$ cat config.mk
export PLATFORM = sky130hd
export DESIGN_NAME = pc_next_unit
export DESIGN_NICKNAME = d
export VERILOG_FILES = /design/src/rtl/pc_pkg.sv /design/src/rtl/pc_target_mux.sv /design/src/rtl/pc_next_unit.sv
export SDC_FILE = /design/constraint.sdc
export NUM_CORES = 1
export LEC_CHECK = 0
export ABC_AREA = 1
export CORE_MARGIN = 3
export CORE_UTILIZATION = 51
export CTS_CLUSTER_DIAMETER = 60
export DETAILED_ROUTE_END_ITERATION = 16
export GPL_TIMING_DRIVEN = 0
export PLACE_DENSITY = 0.83
export SLEW_MARGIN = 20
export SYNTH_ARGS = -nofsm -noshare
export SYNTH_HDL_FRONTEND = slang
export SYNTH_SLANG_ARGS = --single-unit
$ cat constraint.sdc
create_clock -name clk -period 4.15 [get_ports clk]
set_clock_uncertainty 0.05 [all_clocks]
set_input_delay 1.245 -clock clk [delete_from_list [all_inputs] [get_ports clk]]
set_output_delay 1.245 -clock clk [all_outputs]
set_load 0.01 [all_outputs]
$ cat src/rtl/pc_pkg.sv
// Shared constants for the fetch-stage PC unit: target-select encodings and
// the default address width and exception vector.
package pc_pkg;

  localparam int          DEF_ADDR_W  = 11;
  localparam logic [10:0] DEF_EXC_VEC = 11'h180;

  localparam logic [1:0] SEL_BRANCH = 2'b00;
  localparam logic [1:0] SEL_J      = 2'b01;
  localparam logic [1:0] SEL_JR     = 2'b10;
  localparam logic [1:0] SEL_EXC    = 2'b11;

endpackage

$ cat src/rtl/pc_target_mux.sv
// Combinational 4:1 jump-target select; encoding 11 picks the exception
// vector rather than aliasing onto the branch target.
module pc_target_mux
  import pc_pkg::*;
#(
  parameter int                ADDR_W  = DEF_ADDR_W,
  parameter logic [ADDR_W-1:0] EXC_VEC = ADDR_W'(DEF_EXC_VEC)
) (
  input  logic [ADDR_W-1:0] branch_addr,
  input  logic [ADDR_W-1:0] j_addr,
  input  logic [ADDR_W-1:0] jr_addr,
  input  logic [1:0]        sel,
  output logic [ADDR_W-1:0] target
);

  // Target selection by jump class
  always_comb begin
    target = branch_addr;
    case (sel)
      SEL_BRANCH: target = branch_addr;
      SEL_J:      target = j_addr;
      SEL_JR:     target = jr_addr;
      SEL_EXC:    target = EXC_VEC;
      default:    target = branch_addr;
    endcase
  end

endmodule

$ cat src/rtl/pc_next_unit.sv
// Registered fetch PC with sequential increment, redirect, stall hold and a
// one-deep pending-redirect buffer; also drives flush and a redirect counter.
module pc_next_unit
  import pc_pkg::*;
#(
  parameter int                ADDR_W   = DEF_ADDR_W,
  parameter logic [ADDR_W-1:0] RESET_PC = '0,
  parameter int                INC      = 1,
  parameter logic [ADDR_W-1:0] EXC_VEC  = ADDR_W'(DEF_EXC_VEC),
  parameter int                CNT_W    = 16
) (
  input  logic              clk,
  input  logic              rst_n,
  input  logic [ADDR_W-1:0] Branch_dest_addr,
  input  logic [ADDR_W-1:0] J_JAL_dest_addr,
  input  logic [ADDR_W-1:0] JR_JALR_dest_addr,
  input  logic [1:0]        sel_dire_salto,
  input  logic              redirect_valid,
  input  logic              stall,
  output logic [ADDR_W-1:0] pc,
  output logic [ADDR_W-1:0] pc_plus_inc,
  output logic              flush,
  output logic              pending,
  output logic [CNT_W-1:0]  redirect_count
);

  localparam logic [ADDR_W-1:0] INC_W   = ADDR_W'(INC);
  localparam logic [CNT_W-1:0]  CNT_ONE = CNT_W'(1);
  localparam logic [CNT_W-1:0]  CNT_MAX = '1;

  logic [ADDR_W-1:0] target_s;
  logic [ADDR_W-1:0] pc_r;
  logic [ADDR_W-1:0] pending_addr_r;
  logic              pending_r;
  logic              flush_r;
  logic [CNT_W-1:0]  count_r;
  logic [CNT_W-1:0]  count_inc_s;

  pc_target_mux #(
    .ADDR_W  (ADDR_W),
    .EXC_VEC (EXC_VEC)
  ) u_target_mux (
    .branch_addr (Branch_dest_addr),
    .j_addr      (J_JAL_dest_addr),
    .jr_addr     (JR_JALR_dest_addr),
    .sel         (sel_dire_salto),
    .target      (target_s)
  );

  // Saturating next value of the redirect counter
  always_comb begin
    count_inc_s = count_r;
    if (count_r == CNT_MAX) begin
      count_inc_s = count_r;
    end else begin
      count_inc_s = count_r + CNT_ONE;
    end
  end

  // PC, pending buffer, flush and counter state; a live redirect beats the buffered one
  always_ff @(posedge clk) begin
    if (!rst_n) begin
      pc_r           <= RESET_PC;
      pending_r      <= 1'b0;
      pending_addr_r <= '0;
      flush_r        <= 1'b0;
      count_r        <= '0;
    end else if (!stall) begin
      if (redirect_valid) begin
        pc_r      <= target_s;
        pending_r <= 1'b0;
        flush_r   <= 1'b1;
        count_r   <= count_inc_s;
      end else if (pending_r) begin
        pc_r      <= pending_addr_r;
        pending_r <= 1'b0;
        flush_r   <= 1'b1;
        count_r   <= count_inc_s;
      end else begin
        pc_r    <= pc_r + INC_W;
        flush_r <= 1'b0;
      end
    end else begin
      flush_r <= 1'b0;
      if (redirect_valid) begin
        pending_addr_r <= target_s;
        pending_r      <= 1'b1;
      end else begin
        pending_r <= pending_r;
      end
    end
  end

  assign pc             = pc_r;
  assign pc_plus_inc    = pc_r + INC_W;
  assign flush          = flush_r;
  assign pending        = pending_r;
  assign redirect_count = count_r;

endmodule
# After elaboration in Yosys (flattened, before gate mapping)
# Index checks and enable logic that the tools add are counted.
# classes
addsub	2
eq_ne	4
mux	8
n_bitwise	2
n_reduce_logical	6
# ops
operator	n
2-to-1 mux 16 bit	3
case mux 11 bit (4 select lines)	1
2-to-1 mux 11 bit	2
adder 16 x 1 -> 16 bit, second input constant	1
equality test 16 bit, second input constant	1
adder 11 x 1 -> 11 bit, second input constant	1
AND reduction 2 bit	3
equality test 2 bit, second input constant	2
equality test 2 x 1 -> 1 bit, second input constant	1
logical NOT 2 bit	1
2-to-1 mux 1 bit	2
inverter 1 bit	2
nonzero test 2 bit	1
OR reduction 2 bit	1
# word_totals
reg_bits	40
output_inout_bits	40
wordCells	27

# Logic depth before layout (Yosys ltp)
# depth
depth_word	4
depth_mapped	10
depth_no_buf	10

# Hierarchy
# Synthesis repeated with hierarchy kept, for this count alone.
# hier_totals
cells_unflattened	407
area_unflattened_um2	2578.7
# modules_own_cells
mod	instances	cells_per_inst	area_each_um2	seq_area_each_um2
pc_next_unit	1	356	2247.2	800.8
pc_target_mux	1	51	331.6	0.0

# Least setup slack after synthesis
# No wires, ideal clock.
# synth_path
path_kind	register to output
startpoint	register pc_r[1] (netlist: pc[1])
endpoint	output port pc_plus_inc[10]
arrival_time_ps	1272
setup_slack_ps	1583
stages_incl_launch_ff	6
path_buffers	0
path_cell_list	dfxtp_1 > ha_1 > nand2_1 > nor3_1 > nand3_1 > and2_1
# synth_between
elab_chain_len	1
# synth_lines
element	line_no	rtl
start: declaration	pc_next_unit.sv:32	logic [ADDR_W-1:0] pc_r;
start signal: assignment	pc_next_unit.sv:70	pc_r <= target_s;
start signal: assignment	pc_next_unit.sv:75	pc_r <= pending_addr_r;
start signal: assignment	pc_next_unit.sv:80	pc_r <= pc_r + INC_W;
adder 11 x 1 -> 11 bit	pc_next_unit.sv:95	assign pc_plus_inc = pc_r + INC_W;
end: declaration	pc_next_unit.sv:21	output logic [ADDR_W-1:0] pc_plus_inc,
# No other way between the ends.

# Worst setup path in the final report
# layout_path
startpoint	register pc_r[0] (netlist: pc[0])
endpoint	output port pc_plus_inc[10]
# Same word-level chain as after synthesis.

==> impl_metrics.json <==
{
  "p_leak_nw": 1.480,
  "ys_seq_area_share_pct": 31.42,
  "cts_resized": 0,
  "syn_area_per_cell_sq_um": 6.186,
  "antenna_found_initial": 0,
  "antenna_left": 0,
  "io_buffers": 78,
  "dp_cells": 557,
  "max_freq_ghz": 0.2843,
  "coreArea_sq_mm": 0.004786,
  "drive_gt1_share_pct": 7.229,
  "dr.first_iter.drc_count": 118,
  "endpoint": "pc_plus_inc[10]",
  "critPathLaunch": "pc[0]",
  "track_usage_pct": 24.65,
  "cts_tree": "done",
  "dr_wl_met3_um": 326,
  "fin_crit_ns": 3.517,
  "cts_max_path_buffers": 2,
  "crit_fanout": 5,
  "syn_inst": 412,
  "setup_slack_ns": 0.6330,
  "synth-edff-count": 0,
  "topRoutingLayerUsed": "met4",
  "boundaryPins": 79,
  "num_antenna_cells": 0,
  "synthArstFlopShare_pct": 0,
  "synth.distinct_cells": 33,
  "dr_wl_met2_um": 3639,
  "initial_core_util_pct": 53.25,
  "first_pass_iters": 6,
  "clk_pin_slew_worst_paths_ns": 0.09,
  "gp_congestion": 0.9214,
  "rsz0062_at_grt": "no",
  "worstMarginPinSlew_ns": 0.7324,
  "r2r_slack_ns": 2.43,
  "insertion_delay_ns": 0.30,
  "dp_hpwl_um": 5556,
  "instances_no_fill": 565,
  "clock-sinks": 40,
  "rr_endpoint": "pc[10]",
  "vias_per_cell": 5.149,
  "endpoint_kind": "primary output",
  "tns_ns": 0,
  "holdBufCountCts": 0,
  "fin_nets": 538,
  "reg2reg_depth": 8,
  "outcome": "completed",
  "die-area_sq_mm": 0.005881,
  "grt_pass1_wl_um": 11920,
  "cts_max_level": 2,
  "yosysWarnings": 0,
  "root_buffer": "clkbuf_8",
  "numCtsBuffers": 5,
  "dp_slack_ns": 0.9874,
  "overflow": 0,
  "die_y_um": 76.69,
  "wl_met1_um": 2923,
  "post_cts_buffers": 0,
  "maxCapViolCount": 0,
  "vias": 2909,
  "finalSetupViolCount": 0,
  "synth_nets": 453,
  "r2r-start": "pc[0]",
  "maxSlewViolCount": 0,
  "arrival_ns": 2.22,
  "worst-setup-path-type": "flop to primary output",
  "grt_max_degree": 14,
  "fin_util_pct": 73.36,
  "timing.hold.ws_ns": 0.4185,
  "startpoint_type": "flop",
  "num_rows": 25,
  "synth_area_sq_mm": 0.002549,
  "die_w_um": 76.69,
  "fin_crit_sh_pct": 84.75,
  "area_delta_synth_final_pct": 37.75,
  "drc_errors": 0,
  "wl_um": 7095,
  "power_density_mw_per_mm2": 250.0,
  "grt_pass1_vias": 2722,
  "synth_ff_type": "dfxtp_1",
  "ys_seq_elements": 40,
  "ir_drop_v": 0.0002097,
  "finalHoldViolCount": 0,
  "worstHoldPathType": "flop to flop",
  "slew-limit-headroom_pct": 51.18,
  "critPathRequiredTime_ns": 2.85,
  "wl_per_cell_um": 12.56
}
-- power by group --
part	leakage, nW	switching (W)	total, W	internal, W
combinational	1.11	0.0000913	0.000183	0.0000919
sequential	0.327	0.0000156	0.000416	0.000400
clock	0.0434	0.000144	0.000279	0.000135
-- placed cells by master, fill, tap and decap left out, types with 4 or more instances in the layout --
master | Yosys | layout
nand2_1 | 149 | 149
inv_1 | 40 | 40
xor2_1 | 5 | 5
dfxtp_1 | 40 | 40
clkdlybuf4s50_1 | 0 | 78
nor2_1 | 39 | 39
nand4_1 | 6 | 6
nand3_1 | 31 | 31
a21oi_2 | 10 | 10
clkbuf_8 | 0 | 6
a21oi_1 | 26 | 26
nor2_2 | 4 | 4
o21ai_0 | 22 | 22
clkbuf_1 | 7 | 7
-- per-stage QoR --
stage | cell area (sq um) | power [W]
floorplan | 2549 | 0.0005092
global placement | 3413 | 0.0006038
detailed placement | 3413 | 0.0006069
CTS | 3511 | 0.0008824
global route | 3511 | 0.0009236
finish | 3511 | 0.0008778
-- worst max-delay path: stages, from the launching register on --
cell	delay (ns)
dfxtp_1	0.43
ha_1	0.22
nand2_1	0.10
nor3_1	0.35
nand2_1	0.09
nand2_1	0.09
and2_1	0.12
clkdlybuf4s50_1	0.53
-- worst min path at each step --
stage | from | end | depth (start not counted)
after detailed placement | pending_addr_r[4] | pending_addr_r[4] | 2
after global placement | pending_addr_r[4] | pending_addr_r[4] | 2
after global routing | pending_addr_r[3] | pending_addr_r[3] | 2
final | pending_addr_r[4] | pending_addr_r[4] | 2
after CTS | pending_addr_r[4] | pending_addr_r[4] | 2
after floorplan | pending_addr_r[3] | pending_addr_r[3] | 2
-- final cells by class --
class	count	area, sq um
plain buffers	12	67.56
repair buffers	78	780.7
multi-input cells	316	1515
inverters	44	165.2
flip-flops and latches	40	800.8
clock buffers	6	82.58
well taps	67	83.83
clock inverters	2	15.01
fillers	400	1275
-- kinds of logic after synthesis --
logic type / after synthesis / synth area share [%]
and+or+nand+nor: 242 / 41.38
AOI/OAI and AO/OA: 66 / 15.02
buffers and inverters: 56 / 9.131
DFF: 40 / 31.42
xor gates and xnor gates: 6 / 2.062
adders and majority gates: 2 / 0.9817
-- synth_stat cells, types with 2 or more instances --
cell type / instances / area [sq um]
o21ai_0: 22 / 110.1
inv_1: 40 / 150.1
nor2_1: 39 / 146.4
inv_2: 3 / 11.26
ha_1: 2 / 25.02
nor2_2: 4 / 25.02
nand3_1: 31 / 155.2
buf_2: 3 / 15.01
nor3_1: 2 / 10.01
and2_1: 3 / 18.77
a211oi_1: 3 / 22.52
nand2_1: 149 / 559.3
a21oi_1: 26 / 130.1
nand4_1: 6 / 37.54
clkbuf_1: 7 / 26.28
a21oi_2: 10 / 87.58
xor2_1: 5 / 43.79
dfxtp_1: 40 / 800.8
nand3b_1: 2 / 15.01
o211ai_1: 2 / 15.01
-- sequential cells by signal (all words and copies together) (netlist names) --
| signal | count |
|---|---|
| redirect_count | 16 |
| flush | 1 |
| pc | 11 |
| pending | 1 |
| pending_addr_r | 11 |
-- layer usage --
| metal | GRT usage (%) | vias up |
|---|---|---|
| met5 | 0 | - |
| met4 | 10.51 | 0 |
| met3 | 4.225 | 19 |
| met2 | 46.08 | 95 |
| met1 | 27.06 | 1311 |
| li1 | - | 1484 |
Power figures use the tool's default switching activity.
